<file path="src/rtl/prv32_exec_ctrl.sv">
// rtl/prv32_exec_ctrl.sv - RV32I execute-stage controller that drives prv32_ALU and returns a registered response
// Optional performance counters are enabled by defining EXEC_CTRL_PERF_EN.
module prv32_exec_ctrl #(
  parameter int              XLEN           = 32,
  parameter logic [XLEN-1:0] ILLEGAL_RESULT = '0
) (
  input  logic            clk,
  input  logic            rst_n,
  input  logic            in_valid,
  output logic            in_ready,
  input  logic [6:0]      in_opcode,
  input  logic [2:0]      in_funct3,
  input  logic            in_funct7_5,
  input  logic [XLEN-1:0] in_rs1,
  input  logic [XLEN-1:0] in_rs2,
  input  logic [XLEN-1:0] in_imm,
  input  logic [XLEN-1:0] in_pc,
  output logic [XLEN-1:0] alu_a,
  output logic [XLEN-1:0] alu_b,
  output logic [4:0]      alu_shamt,
  output logic [3:0]      alu_fn,
  input  logic [XLEN-1:0] alu_r,
  input  logic            alu_cf,
  input  logic            alu_zf,
  input  logic            alu_vf,
  input  logic            alu_sf,
  output logic            out_valid,
  input  logic            out_ready,
  output logic [XLEN-1:0] out_result,
  output logic            out_br,
  output logic            out_br_taken,
  output logic [XLEN-1:0] out_br_target,
  output logic            out_illegal
`ifdef EXEC_CTRL_PERF_EN
  ,
  output logic [31:0]     perf_ops,
  output logic [31:0]     perf_br_taken
`endif
);

  // prv32_ALU function encodings
  localparam logic [3:0] ALU_ADD  = 4'b0000;
  localparam logic [3:0] ALU_SUB  = 4'b0001;
  localparam logic [3:0] ALU_PASS = 4'b0011;
  localparam logic [3:0] ALU_OR   = 4'b0100;
  localparam logic [3:0] ALU_AND  = 4'b0101;
  localparam logic [3:0] ALU_XOR  = 4'b0111;
  localparam logic [3:0] ALU_SRL  = 4'b1000;
  localparam logic [3:0] ALU_SLL  = 4'b1001;
  localparam logic [3:0] ALU_SRA  = 4'b1010;
  localparam logic [3:0] ALU_SLT  = 4'b1101;
  localparam logic [3:0] ALU_SLTU = 4'b1111;

  localparam logic [6:0] OPC_OP     = 7'b0110011;
  localparam logic [6:0] OPC_OP_IMM = 7'b0010011;
  localparam logic [6:0] OPC_LUI    = 7'b0110111;
  localparam logic [6:0] OPC_AUIPC  = 7'b0010111;
  localparam logic [6:0] OPC_BRANCH = 7'b1100011;

  localparam logic [1:0] IDLE = 2'd0;
  localparam logic [1:0] EXEC = 2'd1;
  localparam logic [1:0] RESP = 2'd2;

  logic [1:0]      state;
  logic [2:0]      br_f3;
  logic            accept;
  logic            br_taken;
  logic [3:0]      dec_fn;
  logic [XLEN-1:0] dec_a;
  logic [XLEN-1:0] dec_b;
  logic            dec_br;
  logic            dec_ill;

  assign out_valid = (state == RESP);
  assign in_ready  = (state == IDLE) | ((state == RESP) & out_ready);
  assign accept    = in_valid & in_ready;

  always_comb begin
    dec_fn  = ALU_ADD;
    dec_a   = in_rs1;
    dec_b   = in_rs2;
    dec_br  = 1'b0;
    dec_ill = 1'b0;
    case (in_opcode)
      OPC_OP, OPC_OP_IMM: begin
        dec_b = (in_opcode == OPC_OP) ? in_rs2 : in_imm;
        case (in_funct3)
          3'b000:  dec_fn = ((in_opcode == OPC_OP) && in_funct7_5) ? ALU_SUB : ALU_ADD;
          3'b001:  dec_fn = ALU_SLL;
          3'b010:  dec_fn = ALU_SLT;
          3'b011:  dec_fn = ALU_SLTU;
          3'b100:  dec_fn = ALU_XOR;
          3'b101:  dec_fn = in_funct7_5 ? ALU_SRA : ALU_SRL;
          3'b110:  dec_fn = ALU_OR;
          default: dec_fn = ALU_AND;
        endcase
      end
      OPC_LUI: begin
        dec_fn = ALU_PASS;
        dec_b  = in_imm;
      end
      OPC_AUIPC: begin
        dec_a = in_pc;
        dec_b = in_imm;
      end
      OPC_BRANCH: begin
        if (in_funct3 == 3'b010 || in_funct3 == 3'b011) begin
          dec_ill = 1'b1;
        end else begin
          dec_fn = ALU_SUB;
          dec_br = 1'b1;
        end
      end
      default: dec_ill = 1'b1;
    endcase
  end

  // Branch conditions come from the ALU's rs1 - rs2 flags; cf set means no borrow (rs1 >= rs2 unsigned)
  always_comb begin
    br_taken = 1'b0;
    case (br_f3)
      3'b000:  br_taken = alu_zf;
      3'b001:  br_taken = ~alu_zf;
      3'b100:  br_taken = alu_sf ^ alu_vf;
      3'b101:  br_taken = ~(alu_sf ^ alu_vf);
      3'b110:  br_taken = ~alu_cf;
      3'b111:  br_taken = alu_cf;
      default: br_taken = 1'b0;
    endcase
  end

  always_ff @(posedge clk or negedge rst_n) begin
    if (!rst_n) begin
      state         <= IDLE;
      br_f3         <= 3'b000;
      alu_a         <= '0;
      alu_b         <= '0;
      alu_shamt     <= '0;
      alu_fn        <= ALU_ADD;
      out_result    <= '0;
      out_br        <= 1'b0;
      out_br_taken  <= 1'b0;
      out_br_target <= '0;
      out_illegal   <= 1'b0;
    end else begin
      case (state)
        IDLE: if (in_valid) state <= EXEC;
        EXEC: begin
          out_result   <= out_illegal ? ILLEGAL_RESULT : (out_br ? '0 : alu_r);
          out_br_taken <= out_br & br_taken;
          state        <= RESP;
        end
        RESP: if (out_ready) state <= in_valid ? EXEC : IDLE;
        default: state <= IDLE;
      endcase
      // out_br/out_illegal double as the pending-op flags consumed in EXEC
      if (accept) begin
        alu_a         <= dec_a;
        alu_b         <= dec_b;
        alu_shamt     <= dec_b[4:0];
        alu_fn        <= dec_fn;
        br_f3         <= in_funct3;
        out_br        <= dec_br;
        out_illegal   <= dec_ill;
        out_br_target <= in_pc + in_imm;
      end
    end
  end

`ifdef EXEC_CTRL_PERF_EN
  always_ff @(posedge clk or negedge rst_n) begin
    if (!rst_n) begin
      perf_ops      <= '0;
      perf_br_taken <= '0;
    end else if (out_valid && out_ready) begin
      perf_ops <= perf_ops + 32'd1;
      if (out_br_taken) perf_br_taken <= perf_br_taken + 32'd1;
    end
  end
`endif

endmodule

</file>
<file path="config.mk">
export PLATFORM = sky130hd
export DESIGN_NAME = prv32_exec_ctrl
export DESIGN_NICKNAME = d
export VERILOG_FILES = /design/src/rtl/prv32_exec_ctrl.sv
export SDC_FILE = /design/constraint.sdc
export NUM_CORES = 1
export LEC_CHECK = 0
export BUFFER_PORTS_ARGS = -buffer_cell sky130_fd_sc_hd__clkbuf_2
export CORE_AREA = 2 2 124 126
export CTS_CLUSTER_SIZE = 20
export DETAILED_ROUTE_END_ITERATION = 8
export DIE_AREA = 0 0 126 128
export PLACE_DENSITY = 0.83
export SYNTH_ARGS = -nofsm -noshare
export SYNTH_HDL_FRONTEND = slang
export SYNTH_SLANG_ARGS = --single-unit
</file>
<file path="constraint.sdc">
create_clock -name clk -period 4.5 [get_ports clk]
set_clock_uncertainty 0.05 [all_clocks]
set_input_delay 0.225 -clock clk [delete_from_list [all_inputs] [get_ports clk]]
set_output_delay 0.225 -clock clk [all_outputs]
set_load 0.005 [all_outputs]
</file>
==> out/results.txt <==
Critical Path RT: 4.80 ns
Clock Latency Late Sink: 0.41 ns
combinational share of power: 28.7%
setup bufs post-CTS: 0
grt total ovfl: 0
FMAX: 375 MHz
CP delay by family, top: compound AO/OA/AOI/OAI gates
sw frac: 32.2%
Final period util: 59.2%
GPL Wtd Cong: 0.899
vias in the first global route: 7125
Synth area leader: dfrtp_1
pins over their slew limit: 0
n_diodes: 0
core area: 14900 um2
fraction of registers with async set/reset: 100%
Rows: 45
Mapped Area: 7610 um2
Avg WL per Cell: 17.9 um
crit path time final: 2.66 ns
Layout area overhead: 34.3%
CTS Buf Count: 17
Synth Instances: 788
worst slew pin tran: 1.02 ns
Sequential Power Share: 39.8%
Yosys top cell area share: 46.1%
Pwr Density: 443 nW/um2
CTS tree: built
clk buf depth: 2
max_slew headroom: 32.3%
Worst setup EP type: register
initial antenna violation count: 0
CP Launch Type: input port
post-cts resize count: 0
Die ar.: 16100 um2
nets: 1327
Die W: 126 um
RSZ-0062 raised after global routing: false
DR pass1 iterations: 5
number of port buffers: 320
Initial Util: 51.2%
Max VDD drop: 0.254 mV
Slowest cell on crit path: a221oi_1
total track usage: 28.7%
Syn. warnings: 0
clock transition at the registers of the reported paths: 0.06 ns
first-pass GRT wire length: 36.6 mm
Seq cells post-synth: 140
Buf+Inv Stages, Crit Path: 1
Most used DFF post-synth: dfrtp_1
# Max-Cap Violations: 0
Synth Net Count: 999
Synth area leaders: dfrtp_1 46%, mux2i_1 8.6%, o21ai_0 7.0%, nand2_1 6.9%, ha_1 5.1%
drt drc: 0
worst hold-check slack: 0.0150 ns
io pins: 321
CP Cell Sequence: clkbuf_2 > ha_1 > fa_1 > a21o_1 > a221oi_1 > o31a_1 > or4_4 > nand3_1 > a2111o_1 > nand3_1
vias post-DR: 7374
Crit Path Category: input port to register
Vias/cell: 5.60
Seq/Total Area, Yosys: 46.1%
Detailed Place HPWL: 16.7 mm
CTS sink cnt: 140
final hold violation count: 0
Max Fanout on Critical Path: 4
Die H: 128 um
commonest non-fill, non-tap cells in the layout: 319 x clkbuf_2, 140 x dfrtp_1, 138 x nand2_1, 107 x o21ai_0, 65 x mux2i_1
Worst EP arrival: 2.96 ns
syn_area_per_cell: 9.65 um2
EDFF count, synth: 0
most used cell, CP: nand3_1
outcome: complete, no violations
count of final setup violators: 0
NetSw: 1.46 mW
Netlist cell types: 62
Leak: 5.09 nW
layout cells sized above 1: 33.2%
Total Wirelength: 23.6 mm
min-delay worst type: input port to register
cell internal pwr: 3.07 mW
CTS HTree Levels: 4
TNS Setup: 0 ns
most common cell after layout, fill and taps aside: clkbuf_2
largest net degree at the start of global routing: 110
Post-CTS Hold Fix Bufs: 31
CP max stage delay: 0.68 ns
Root Buffer: clkbuf_16
Initial DRC Count: 527
clock share of power: 31.5%
Final ANT Viol Nets: 0
-- path summary, 6_finish.rpt --
path | start | end | cells past startpoint | slack (ns)
max | in_imm[0] | out_br_target[28] | 10 | 1.84
min | alu_r[2] | out_result[2] | 2 | 0.02
max reg2reg | state[1] | out_br_target[28] | 6 | 1.86
min reg2reg | alu_b[30] | alu_b[30] | 2 | 0.43
max in group asynchronous | rst_n | alu_a[4] | 3 | 2.90
min in group asynchronous | rst_n | alu_a[18] | 2 | 0.46
-- cell usage after synthesis (2+ instances only) --
cell type and number:
a21oi_1 31, o211ai_1 6, a21o_1 16, buf_4 8
nand4_1 5, a221oi_1 2, o41ai_1 3, o2111ai_1 2
nor3_1 9, xnor2_1 12, mux2i_1 65, nor2_1 21
nand3_1 17, xor2_1 11, o21bai_1 5, a31oi_1 3
clkbuf_1 34, a22o_1 32, and2_1 3, a2111oi_2 2
buf_2 5, and3_1 5, buf_1 2, a211oi_1 6
dfrtp_1 140, nor4b_1 2, or3_1 5, o21a_1 6
or4_1 2, a21boi_0 2, nor2b_1 4, nand2_1 139
or2_2 4, ha_1 31, o31ai_1 5, nor4_1 4
o21ai_0 107, inv_1 8
-- cell families (layout without fill, tap and decap cells) --
kind of cell               count (synthesis)  after routing  share of synthesized area [%]
adders and majority gates                 32             32                           5.36
buffers and inverters                     58            399                           3.34
AOI/OAI and AO/OA                        245            245                           21.0
and+or+nand+nor                          225            225                           13.1
muxes                                     65             65                           8.55
xor gates and xnor gates                  23             23                           2.65
DFF                                      140            140                           46.1
-- per-stage QoR --
step | total power, mW | cell area, um2 | std cells | util [%] | setup WS (ns)
floorplan | 2.42 | 7610 | 788 | - | 2.00
global placement | 3.04 | 9310 | 1254 | 62.6 | 1.49
detailed placement | 3.08 | 9310 | 1254 | 62.6 | 1.44
CTS | 4.54 | 10200 | 1317 | 68.7 | 1.81
global route | 4.79 | 10200 | 1317 | 68.7 | 1.67
finish | 4.53 | 10200 | 1317 | 68.7 | 1.84
-- routing by layer --
metal  track usage [%]  up-vias  wire length [um]
met3              8.22       35              1750
met1              33.5     3486              9310
met4              8.73        0               379
met2              51.5      338             12200
li1                  -     3515                 -
met5                 0        -                 0
-- area by class of cell --
type | count | area [um2]
timing repair buffer | 358 | 1970
inverter | 9 | 33.8
clock buffer | 18 | 429
clock inverter | 14 | 169
sequential | 140 | 3500
tap | 188 | 235
multi-input combinational | 590 | 3880
fill | 1147 | 4650
-- worst reg2reg max path: cells and delay by family (launching register included) --
| kind | cells | cell delay [ns] |
|---|---|---|
| simple gates | 3 | 1.02 |
| compound gates | 2 | 0.33 |
| flops | 1 | 0.35 |
| buf+inv | 1 | 0.77 |
-- flip-flops by register name, indices dropped and copies added (netlist names) --
register	count
out_br_taken	1
alu_fn	4
out_br_target	32
state	2
alu_a	32
out_result	32
out_br	1
out_illegal	1
alu_b	32
br_f3	3
-- power groups by stage --
stage | clock network [mW] | logic (mW) | registers [mW]
finish | 1.43 | 1.30 | 1.80
global route | 1.52 | 1.44 | 1.84
CTS | 1.45 | 1.30 | 1.79
detailed placement | 0 | 1.26 | 1.81
global placement | 0 | 1.24 | 1.80
floorplan | 0 | 0.593 | 1.83
No activity file was read; power rests on OpenSTA's default activity.
